`config.mk`:
```
export PLATFORM = sky130hd
export DESIGN_NAME = alu_ctrl_seq
export DESIGN_NICKNAME = d
export VERILOG_FILES = /design/src/rtl/alu_ctrl_seq.sv
export SDC_FILE = /design/constraint.sdc
export NUM_CORES = 1
export LEC_CHECK = 0
export BUFFER_PORTS_ARGS = -buffer_cell sky130_fd_sc_hd__buf_2
export CAP_MARGIN = 30
export CORE_MARGIN = 5
export CORE_UTILIZATION = 50
export CTS_CLUSTER_DIAMETER = 30
export DETAILED_ROUTE_END_ITERATION = 6
export GPL_TIMING_DRIVEN = 0
export PLACE_DENSITY = 0.78
export SLEW_MARGIN = 20
export SYNTH_ARGS = -nofsm -noshare
export SYNTH_HDL_FRONTEND = slang
export SYNTH_SLANG_ARGS = --single-unit
```
`constraint.sdc`:
```
create_clock -name clk -period 2.4 [get_ports clk]
set_clock_uncertainty 0.2 [all_clocks]
set_input_delay 0.24 -clock clk [delete_from_list [all_inputs] [get_ports clk]]
set_output_delay 0.24 -clock clk [all_outputs]
set_load 0.02 [all_outputs]
```
`src/rtl/alu_ctrl_seq.sv`:
```
// Registered ALU control decoder with RV32M decode and a mul/div sequencing FSM.
// Base ops present one cycle after accept; M ops dwell in EXEC for their latency first.
module alu_ctrl_seq #(
  parameter int M_EXT      = 1,
  parameter int MUL_CYCLES = 2,
  parameter int DIV_CYCLES = 33,
  parameter int CTRL_W     = 5,
  parameter int CNT_W      = 6
) (
  input  logic              clk,
  input  logic              rst_n,
  input  logic              flush,
  input  logic              in_valid,
  output logic              in_ready,
  input  logic              opcodeb5,
  input  logic [1:0]        ALU_op,
  input  logic [2:0]        funct3,
  input  logic              funct7b5,
  input  logic              funct7b0,
  output logic              out_valid,
  input  logic              out_ready,
  output logic [CTRL_W-1:0] ALU_control,
  output logic              md_start,
  output logic              md_busy,
  output logic [CNT_W-1:0]  cycle_cnt,
  output logic              illegal
);

  typedef enum logic [1:0] {
    S_IDLE,
    S_EXEC,
    S_OUT
  } state_t;

  localparam logic [4:0] OP_ADD   = 5'b00000;
  localparam logic [4:0] OP_SUB   = 5'b00001;
  localparam logic [4:0] OP_AND   = 5'b00010;
  localparam logic [4:0] OP_OR    = 5'b00011;
  localparam logic [4:0] OP_SLT   = 5'b00100;
  localparam logic [4:0] OP_SLTU  = 5'b00101;
  localparam logic [4:0] OP_XOR   = 5'b00110;
  localparam logic [4:0] OP_LUI   = 5'b00111;
  localparam logic [4:0] OP_SLL   = 5'b01000;
  localparam logic [4:0] OP_SRA   = 5'b01001;
  localparam logic [4:0] OP_SRL   = 5'b01010;
  localparam logic [4:0] OP_AUIPC = 5'b01011;

  localparam bit              M_ON     = (M_EXT != 0);
  localparam logic [CNT_W-1:0] MUL_LAST = CNT_W'(MUL_CYCLES - 1);
  localparam logic [CNT_W-1:0] DIV_LAST = CNT_W'(DIV_CYCLES - 1);

  state_t           state, state_nxt;
  logic [CNT_W-1:0] cnt_nxt;
  logic [4:0]       code;
  logic             dec_illegal;
  logic             dec_is_m;
  logic             ready;
  logic             accept;

  // Instruction decode; every path yields a defined word so nothing downstream sees X.
  // NOTE: every signal driven here gets a default first, so no path can infer a latch.
  always_comb begin
    code        = OP_ADD;
    dec_illegal = 1'b0;
    dec_is_m    = 1'b0;
    case (ALU_op)
      2'b00: code = OP_ADD;
      2'b01: begin
        case (funct3)
          3'b000, 3'b001: code = OP_SUB;
          3'b100, 3'b101: code = OP_SLT;
          3'b110, 3'b111: code = OP_SLTU;
          default:        dec_illegal = 1'b1;
        endcase
      end
      2'b10: begin
        if (opcodeb5 && funct7b0) begin
          if (M_ON) begin
            code     = {2'b10, funct3};
            dec_is_m = 1'b1;
          end else begin
            dec_illegal = 1'b1;
          end
        end else begin
          case (funct3)
            3'b000:  code = (funct7b5 && opcodeb5) ? OP_SUB : OP_ADD;
            3'b001:  code = OP_SLL;
            3'b010:  code = OP_SLT;
            3'b011:  code = OP_SLTU;
            3'b100:  code = OP_XOR;
            3'b101:  code = funct7b5 ? OP_SRA : OP_SRL;
            3'b110:  code = OP_OR;
            default: code = OP_AND;
          endcase
        end
      end
      default: code = opcodeb5 ? OP_LUI : OP_AUIPC;
    endcase
  end

  // Next-state logic; flush overrides every transition and blocks acceptance.
  always_comb begin
    state_nxt = state;
    cnt_nxt   = cycle_cnt;
    ready     = 1'b0;
    case (state)
      S_IDLE: ready = 1'b1;
      S_EXEC: begin
        if (cycle_cnt == '0) state_nxt = S_OUT;
        else                 cnt_nxt   = cycle_cnt - 1'b1;
      end
      S_OUT: begin
        ready = out_ready;
        if (out_ready) state_nxt = S_IDLE;
      end
      default: state_nxt = S_IDLE;
    endcase

    if (flush) ready = 1'b0;
    accept = in_valid && ready;

    if (accept) begin
      if (dec_is_m) begin
        state_nxt = S_EXEC;
        cnt_nxt   = funct3[2] ? DIV_LAST : MUL_LAST;
      end else begin
        state_nxt = S_OUT;
      end
    end

    if (flush) begin
      state_nxt = S_IDLE;
      cnt_nxt   = '0;
    end
  end

  // NOTE: state is updated with non-blocking assignments so every flop samples pre-edge values.
  always_ff @(posedge clk or negedge rst_n) begin
    if (!rst_n) begin
      state       <= S_IDLE;
      cycle_cnt   <= '0;
      ALU_control <= '0;
      illegal     <= 1'b0;
    end else begin
      state     <= state_nxt;
      cycle_cnt <= cnt_nxt;
      if (accept) begin
        ALU_control <= CTRL_W'(code);
        illegal     <= dec_illegal;
      end
    end
  end

  assign in_ready  = ready;
  assign out_valid = (state == S_OUT);
  assign md_busy   = (state == S_EXEC);
  assign md_start  = accept && dec_is_m;

endmodule

```
==> impl_metrics.py, run 1 <==
metrics = {
    "status": {
        "outcome": "completed",
    },
    "setup_path": {
        "cp_cell_sequence": "dlygate4sd3_1, buf_4, nor2_1, and3b_1, buf_6, nand2_8, inv_6, buf_2",
        "cp_max_fo": 8,
        "startpoint_type": "input port",
        "worstPathRequired_ns": 1.96,
        "critPathSlowestCell": "dlygate4sd3_1",
        "arrival_ns": 1.73,
        "slowest_delay_ns": 0.55,
        "crit_type": "in2out",
        "critPathBufInv": 5,
        "r2r_slack_ns": 0.53,
        "crit_path_end_kind": "primary output",
        "crit_family": "buffers and inverters",
    },
    "routing": {
        "dr.first_iter.drc_count": 12,
        "wire_per_inst_um": 13.17,
        "num_vias": 861,
        "first_pass_iters": 4,
        "routed_wl_um": 2094,
        "detail-route-antenna-nets": 0,
        "via_per_inst": 5.415,
        "drc": 0,
    },
    "global_route": {
        "grtUsageMet1_pct": 21.81,
        "gr-usage-met2_pct": 25.59,
        "overflow": 0,
        "busiest_layer": "met2",
        "grt_pass1_vias": 811,
        "grt_max_degree": 15,
        "grtUsageMet3_pct": 3.542,
        "antenna_found_initial": 0,
        "grt_usage_pct": 16.53,
        "grt_pass1_wl_um": 3525,
    },
    "clock_network": {
        "cts-root-buf": "clkbuf_4",
        "clkSlewWorstSetupHoldPaths_ns": 0.08,
        "clock_path_buffers": 2,
        "htreeDepth": 1,
        "cts_setup_buffers": 0,
        "cts_tree": "built",
        "cts_buffers": 3,
        "cts.sink_count": 14,
        "clock_latency_ns": 0.28,
    },
    "sta": {
        "relSlewSlack_pct": 69.87,
        "hold_violations": 0,
        "post-route-min-period_ns": 2.166,
        "max_freq_mhz": 461.6,
        "worstMarginPinSlew_ns": 0.4478,
        "drv_slew": 0,
        "rsz0062_at_grt": "no",
        "fin_crit_sh_pct": 90.27,
        "finalSetupViolations": 0,
        "fin_setup_tns_ns": 0,
        "fin_hold_ws_ns": 0.08164,
    },
    "floorplan": {
        "die_h_um": 54.86,
        "rows": 16,
        "die-area_um2": 3009,
        "die_w_um": 54.86,
        "initial_core_util_pct": 51.80,
        "ioPinCount": 29,
        "core_area_um2": 1942,
    },
    "job": {
        "maxCapViolations": 0,
    },
    "finish": {
        "fin_cells": 159,
        "diodes": 0,
        "fin_nets": 153,
        "synthToLayoutAreaGrowth_pct": 20.52,
        "drive_above_1_share_pct": 34.09,
    },
    "power_and_ir_drop": {
        "report.power.total_mw": 0.5205,
        "p_leak_nw": 0.5960,
        "max-vdd-ir-drop_uv": 280.6,
        "p_per_area_nw_per_um2": 429.3,
    },
    "yosys": {
        "ys_seq_area_share_pct": 34.83,
        "syn_avg_cell_area_um2": 9.960,
        "synth_flop_cell": "dfrtp_1",
        "yosysWarningCount": 0,
        "netlist_instances": 101,
        "ys_seq_elements": 14,
        "synth.distinct_cells": 45,
        "synth_edf_count": 0,
        "syn_area_um2": 1006,
        "async_flop_share_pct": 100.0,
        "synth_nets": 120,
    },
    "placed_design": {
        "globalplace.congestion": 0.8721,
        "io_buffers": 26,
        "dp.final_hpwl_um": 1648,
        "place_inst": 154,
    },
    "min_path": {
        "worstHoldPathType": "in2reg",
    },
}
-- state kept, by name (all words and copies together), names as in the netlist --
name	count
state	2
illegal	1
cycle_cnt	6
ALU_control	5
-- cells in the final DEF (no fill, tap or decap), drive strengths merged, types with 3 or more instances in the layout --
cell | Yosys | layout
clkbuf | 0 | 3
buf | 4 | 30
o21ai | 5 | 5
a21oi | 4 | 4
ha | 6 | 6
nand3 | 4 | 4
nor2 | 7 | 7
inv | 6 | 6
xor2 | 4 | 4
nand2 | 12 | 12
o31ai | 4 | 4
dfrtp | 14 | 14
-- cell type report --
cell class / instances / area (um2)
buffer: 4 / 31.28
sequential: 14 / 350.3
fill: 185 / 729.5
tap: 27 / 33.78
clock buffer: 3 / 22.52
inverter: 6 / 27.53
timing repair buffer: 28 / 150.1
multi-input combinational: 77 / 596.8
-- routing by layer --
metal | routed length (um) | up-vias
met5 | 0 | -
met4 | 36 | 0
met3 | 134 | 5
met2 | 1015 | 21
met1 | 908 | 405
li1 | - | 430
-- power breakdown --
group	total (mW)	internal, mW	switching (mW)
sequential	0.259	0.251	0.00871
combinational	0.129	0.0527	0.0765
clock	0.132	0.0583	0.0737
total	0.521	0.362	0.159
-- synth_stat cells, drive strengths merged, types with 2 or more instances --
cell type,instances,share of area [%]
nand3,4,2.0
a21oi,4,2.4
dfrtp,14,35
nand2,12,6.3
o31ai,4,3.0
nor2,7,3.1
nor3,2,1.0
xor2,4,3.5
o2bb2ai,2,1.7
nand4b,2,1.7
o21ai,5,2.5
nor2b,2,2.0
nand2b,2,1.2
ha,6,7.5
buf,4,3.1
inv,6,2.7
-- cells by family after synthesis --
| group | after synthesis | synth area share, % |
|---|---|---|
| compound gates | 26 | 22.89 |
| xor+xnor | 5 | 4.353 |
| fa+ha+maj | 6 | 7.462 |
| buf+inv | 10 | 5.845 |
| flops | 14 | 34.83 |
| mux | 1 | 1.119 |
| simple gates | 39 | 23.51 |
-- stage by stage --
| step | instance area (um2) | util, % | setup slack (ns) |
|---|---|---|---|
| finish | 1212 | 62.44 | 0.2336 |
| global route | 1212 | 62.44 | 0.1432 |
| CTS | 1212 | 62.44 | 0.2478 |
| detailed placement | 1170 | 60.24 | 0.5339 |
| global placement | 1170 | 60.24 | 0.5412 |
| floorplan | 1006 | - | 0.5582 |
-- tightest hold or removal path: stages --
cell and delay [ns]:
buf_2 0.14, nand3_1 0.07, o21ai_0 0.07
-- path summary, 6_finish.rpt --
kind	startpoint	end	cells after the start
worst max-delay path	flush	md_start	8
worst min-delay path	ALU_op[1]	ALU_control[3]$_DFFE_PN0N_	3
worst max register to register	cycle_cnt[0]$_DFF_PN0_	cycle_cnt[1]$_DFF_PN0_	6
worst min register to register	ALU_control[1]$_DFFE_PN0N_	ALU_control[1]$_DFFE_PN0N_	2
max in group asynchronous	rst_n	ALU_control[2]$_DFFE_PN0N_	2
min in group asynchronous	rst_n	cycle_cnt[4]$_DFF_PN0_	2
-- timing repair --
item	4_1_cts	5_1_grt
hold buffers	2	0
gates resized for setup	0	0
endpoints found under the hold margin	15	0
No activity file was read; power rests on OpenSTA's default activity.
==> run 2, diff against run 1 <==
--- a/config.mk
+++ b/config.mk
@@ -7,7 +7,7 @@
 export LEC_CHECK = 0
 export BUFFER_PORTS_ARGS = -buffer_cell sky130_fd_sc_hd__buf_2
 export CAP_MARGIN = 30
-export CORE_MARGIN = 5
+export CORE_MARGIN = 1.5
 export CORE_UTILIZATION = 50
 export CTS_CLUSTER_DIAMETER = 30
 export DETAILED_ROUTE_END_ITERATION = 6
==> impl_metrics.py, run 2 (same netlist as run 1, synthesis figures left out) <==
metrics = {
    "status": {
        "outcome": "completed",
    },
    "power_and_ir_drop": {
        "p_leak_nw": 0.6032,
        "combinationalPowerShare_pct": 23.1,
        "intPower_mw": 0.3958,
        "seq_power_share_pct": 45.7,
        "swShare_pct": 29.99,
        "max-vdd-ir-drop_uv": 295.3,
        "clkPwrFrac_pct": 31.3,
        "power_switching_mw": 0.1695,
        "p_per_area_nw_per_um2": 461.1,
        "report.power.total_mw": 0.5654,
    },
    "placed_design": {
        "placed_area_um2": 1170,
        "dp.final_hpwl_um": 1583,
        "globalplace.congestion": 0.8434,
        "io_buffers": 26,
    },
    "finish": {
        "fin_nets": 153,
        "drive_above_1_share_pct": 34.59,
        "synthToLayoutAreaGrowth_pct": 21.89,
        "diodes": 0,
        "fin_util_pct": 63.80,
        "largest_registers": "cycle_cnt x6, ALU_control x5, state x2",
        "largest_reg_flops": 6,
        "final_common_cell": "buf_2",
        "top_register": "cycle_cnt",
        "stdcell_area_um2": 1226,
        "layout_common_cells": "buf_2, dfrtp_1, nand2_1",
    },
    "global_route": {
        "grt_usage_pct": 19.63,
        "grt_max_degree": 15,
        "grt_pass1_vias": 763,
        "grt_pass1_wl_um": 3201,
        "overflow": 0,
        "antenna_found_initial": 0,
    },
    "sta": {
        "worstMarginPinSlew_ns": 0.4494,
        "drv_slew": 0,
        "fin_hold_ws_ns": 0.08238,
        "post-route-min-period_ns": 2.127,
        "hold_violations": 0,
        "fin_setup_tns_ns": 0,
        "max_freq_mhz": 470.2,
        "finalSetupViolations": 0,
        "relSlewSlack_pct": 69.76,
        "fin_crit_sh_pct": 88.61,
        "rsz0062_at_grt": "no",
    },
    "floorplan": {
        "die_w_um": 47.86,
        "ioPinCount": 29,
        "die_h_um": 47.86,
        "rows": 16,
        "initial_core_util_pct": 52.34,
        "core_area_um2": 1922,
        "die-area_um2": 2290,
    },
    "setup_path": {
        "critPathBufInv": 5,
        "worstPathRequired_ns": 1.96,
        "r2r_cells": 6,
        "cp_cell_sequence": "dlygate4sd3_1, buf_4, nor2_1, and3b_1, buf_6, nand2_8, inv_6, buf_2",
        "startpoint_type": "input port",
        "crit_type": "in2out",
        "cp_max_fo": 8,
        "arrival_ns": 1.69,
        "critPathSlowestCell": "dlygate4sd3_1",
        "crit_family": "buffers and inverters",
        "crit_path_end_kind": "primary output",
        "cp.depth": 8,
        "slowest_delay_ns": 0.54,
    },
    "clock_network": {
        "clkSlewWorstSetupHoldPaths_ns": 0.09,
        "cts_setup_buffers": 0,
        "cts_resized": 0,
        "cts_tree": "built",
        "htreeDepth": 1,
        "cts_buffers": 3,
        "cts.sink_count": 14,
        "clock_path_buffers": 2,
        "clock_latency_ns": 0.29,
        "cts-root-buf": "clkbuf_4",
    },
    "routing": {
        "via_per_inst": 5.550,
        "num_vias": 888,
        "detail-route-antenna-nets": 0,
        "wire_per_inst_um": 12.76,
        "routed_wl_um": 2041,
        "drc": 0,
        "dr.first_iter.drc_count": 4,
        "first_pass_iters": 4,
    },
    "min_path": {
        "worstHoldPathType": "in2reg",
        "worstHoldPathCells": 3,
    },
    "job": {
        "maxCapViolations": 0,
    },
}
## run 2: per-stage QoR
step                setup WS (ns)  cells
finish                     0.2733    160
global route               0.2155    160
CTS                        0.2693    160
detailed placement         0.5090    154
global placement           0.5522    154
floorplan                  0.5582    101
## run 2: power groups by stage
| stage | Sequential [mW] | Clock (mW) | Combinational (mW) |
|---|---|---|---|
| 4_1_cts | 0.259 | 0.176 | 0.132 |
| 3_5_place_dp | 0.263 | 0 | 0.128 |
| 3_3_place_gp | 0.263 | 0 | 0.125 |
| 6_report | 0.258 | 0.177 | 0.130 |
| 2_1_floorplan | 0.281 | 0 | 0.0623 |
| 5_1_grt | 0.262 | 0.191 | 0.145 |
## run 2: cell type report
class,count,area (um2)
Timing Repair Buffer,28,150.1
Fill cell,173,695.7
Tap cell,27,33.78
Inverter,6,27.53
Buffer,4,31.28
Sequential cell,14,350.3
Multi-Input combinational cell,77,596.8
Clock buffer,4,36.28
## run 2: metal layers
layer  track usage (%)  vias to the layer above  wire length [um]
met5                 0                        -                 0
met1             24.15                      430               895
met3             2.264                        5                67
met4             9.730                        0                46
met2             33.60                       24              1031
li1                  -                      429                 -
## run 2: repair_timing
item,4_1_cts,5_1_grt
hold buffers,2,0
setup endpoints to repair,0,0
endpoints found under the hold margin,16,0
## run 2: final timing paths
| path | startpoint | endpoint | slack (ns) |
|---|---|---|---|
| min in group asynchronous | rst_n | ALU_control[4]$_DFFE_PN0N_ | 0.17 |
| worst min-delay path | ALU_op[1] | ALU_control[3]$_DFFE_PN0N_ | 0.08 |
| worst max register to register | cycle_cnt[0]$_DFF_PN0_ | cycle_cnt[1]$_DFF_PN0_ | 0.49 |
| worst max-delay path | flush | md_start | 0.27 |
| worst min register to register | ALU_control[4]$_DFFE_PN0N_ | ALU_control[4]$_DFFE_PN0N_ | 0.27 |
| max in group asynchronous | rst_n | cycle_cnt[1]$_DFF_PN0_ | 1.58 |
## run 2: worst register-to-register path, stage by stage, from the launching register on
cell and delay [ns]:
dfrtp_1 0.41, inv_1 0.14, ha_1 0.16, nand2b_1 0.10, o41ai_4 0.36, nor2_1 0.09
a2111oi_2 0.34
==> run 3, diff against run 2 <==
--- a/config.mk
+++ b/config.mk
@@ -13,6 +13,7 @@
 export DETAILED_ROUTE_END_ITERATION = 6
 export GPL_TIMING_DRIVEN = 0
 export PLACE_DENSITY = 0.78
+export RECOVER_POWER = 50
 export SLEW_MARGIN = 20
 export SYNTH_ARGS = -nofsm -noshare
 export SYNTH_HDL_FRONTEND = slang
==> impl_metrics.py, run 3 (same netlist as run 1, synthesis figures left out) <==
metrics = {
    "sta": {
        "post-route-min-period_ns": 2.127,
        "drv_slew": 0,
        "finalSetupViolations": 0,
        "hold_violations": 0,
        "fin_hold_ws_ns": 0.08237,
        "worstMarginPinSlew_ns": 0.7916,
        "fin_setup_tns_ns": 0,
        "fin_crit_sh_pct": 88.61,
        "max_freq_mhz": 470.2,
        "rsz0062_at_grt": "no",
        "relSlewSlack_pct": 47.23,
    },
    "setup_path": {
        "cp_max_fo": 8,
        "crit_family": "buffers and inverters",
        "slowest_delay_ns": 0.54,
        "arrival_ns": 1.69,
        "crit_path_end_kind": "primary output",
        "cp_cell_sequence": "dlygate4sd3_1, buf_4, nor2_1, and3b_1, buf_6, nand2_8, inv_6, buf_2",
        "critPathSlowestCell": "dlygate4sd3_1",
        "critPathBufInv": 5,
        "crit_type": "in2out",
        "worstPathRequired_ns": 1.96,
        "startpoint_type": "input port",
    },
    "power_and_ir_drop": {
        "max-vdd-ir-drop_uv": 294.0,
        "p_per_area_nw_per_um2": 462.6,
        "p_leak_nw": 0.5698,
    },
    "finish": {
        "largest_registers": "cycle_cnt x6, ALU_control x5, state x2",
        "fin_nets": 153,
        "drive_above_1_share_pct": 27.82,
        "layout_common_cells": "buf_2, dfrtp_1, nand2_1",
        "largest_reg_flops": 6,
        "fin_util_pct": 63.22,
        "fin_cells": 160,
        "final.fill_count": 175,
        "synthToLayoutAreaGrowth_pct": 20.77,
        "top_register": "cycle_cnt",
        "diodes": 0,
        "final_common_cell": "buf_2",
    },
    "floorplan": {
        "die-area_um2": 2290,
        "core_area_um2": 1922,
        "rows": 16,
        "initial_core_util_pct": 52.34,
        "die_h_um": 47.86,
        "ioPinCount": 29,
        "die_w_um": 47.86,
    },
    "clock_network": {
        "cts-root-buf": "clkbuf_4",
        "clock_path_buffers": 2,
        "htreeDepth": 1,
        "cts_resized": 0,
        "clock_latency_ns": 0.29,
        "cts.sink_count": 14,
        "cts_buffers": 3,
        "clkSlewWorstSetupHoldPaths_ns": 0.09,
        "cts_tree": "built",
    },
    "routing": {
        "wire_per_inst_um": 12.76,
        "dr.first_iter.drc_count": 4,
        "first_pass_iters": 4,
        "drc": 0,
        "via_per_inst": 5.550,
        "routed_wl_um": 2042,
        "num_vias": 888,
        "detail-route-antenna-nets": 0,
    },
    "min_path": {
        "worstHoldPathType": "in2reg",
    },
    "placed_design": {
        "io_buffers": 26,
        "place_inst": 154,
        "globalplace.congestion": 0.8434,
        "dp.final_hpwl_um": 1583,
    },
    "global_route": {
        "grt_pass1_wl_um": 3201,
        "antenna_found_initial": 0,
        "overflow": 0,
        "grt_max_degree": 15,
        "grt_pass1_vias": 763,
        "grt_usage_pct": 19.63,
    },
    "status": {
        "outcome": "completed",
    },
    "job": {
        "maxCapViolations": 0,
    },
}
[run 3: metal layers]
| layer | global-route usage (%) | part of all wire [%] | vias to the layer above |
|---|---|---|---|
| li1 | - | - | 429 |
| met1 | 24.15 | 44 | 430 |
| met2 | 33.60 | 50 | 24 |
| met3 | 2.264 | 3.3 | 5 |
| met4 | 9.730 | 2.3 | 0 |
| met5 | 0 | 0 | - |
[run 3: what timing repair did]
| action | CTS | global route |
|---|---|---|
| endpoints found under the hold margin | 16 | 0 |
| buffers inserted | 0 | 0 |
| hold buffers | 2 | 0 |
[run 3: area by class of cell]
type	instances	area, um2	share of cell area (%)
multi-input combinational	77	596.8	49.12
sequential	14	350.3	28.84
timing repair buffer	28	138.9	11.43
clock buffer	4	36.28	2.987
tap	27	33.78	2.781
buffer	4	31.28	2.575
inverter	6	27.53	2.266
[run 3: power breakdown]
part           internal [mW]  leakage [nW]  switching (mW)
clock network         0.0925        0.0210          0.0843
logic                 0.0489         0.361          0.0776
registers              0.251         0.188         0.00824
[run 3: stage by stage]
stage | total power, mW | setup slack (ns) | instance area (um2)
global route | 0.5937 | 0.2155 | 1215
detailed placement | 0.3920 | 0.5090 | 1170
floorplan | 0.3433 | 0.5582 | 1006
finish | 0.5620 | 0.2733 | 1215
global placement | 0.3879 | 0.5522 | 1170
CTS | 0.5660 | 0.2693 | 1226
[run 3: final timing paths]
| check | startpoint | to | slack [ns] | cells after the start |
|---|---|---|---|---|
| max in group asynchronous | rst_n | cycle_cnt[1]$_DFF_PN0_ | 1.17 | 2 |
| worst min-delay path | ALU_op[1] | ALU_control[3]$_DFFE_PN0N_ | 0.08 | 3 |
| min in group asynchronous | rst_n | ALU_control[4]$_DFFE_PN0N_ | 0.34 | 2 |
| worst max register to register | cycle_cnt[0]$_DFF_PN0_ | cycle_cnt[1]$_DFF_PN0_ | 0.49 | 6 |
| worst max-delay path | flush | md_start | 0.27 | 8 |
| worst min register to register | ALU_control[4]$_DFFE_PN0N_ | ALU_control[4]$_DFFE_PN0N_ | 0.28 | 2 |
[run 3: worst reg2reg max path: cells and delay by family (launching register included)]
kind | cells | cell delay (ns)
DFF | 1 | 0.41
and+or+nand+nor | 2 | 0.19
buffers and inverters | 1 | 0.14
AOI/OAI and AO/OA | 2 | 0.70
adders and majority gates | 1 | 0.16
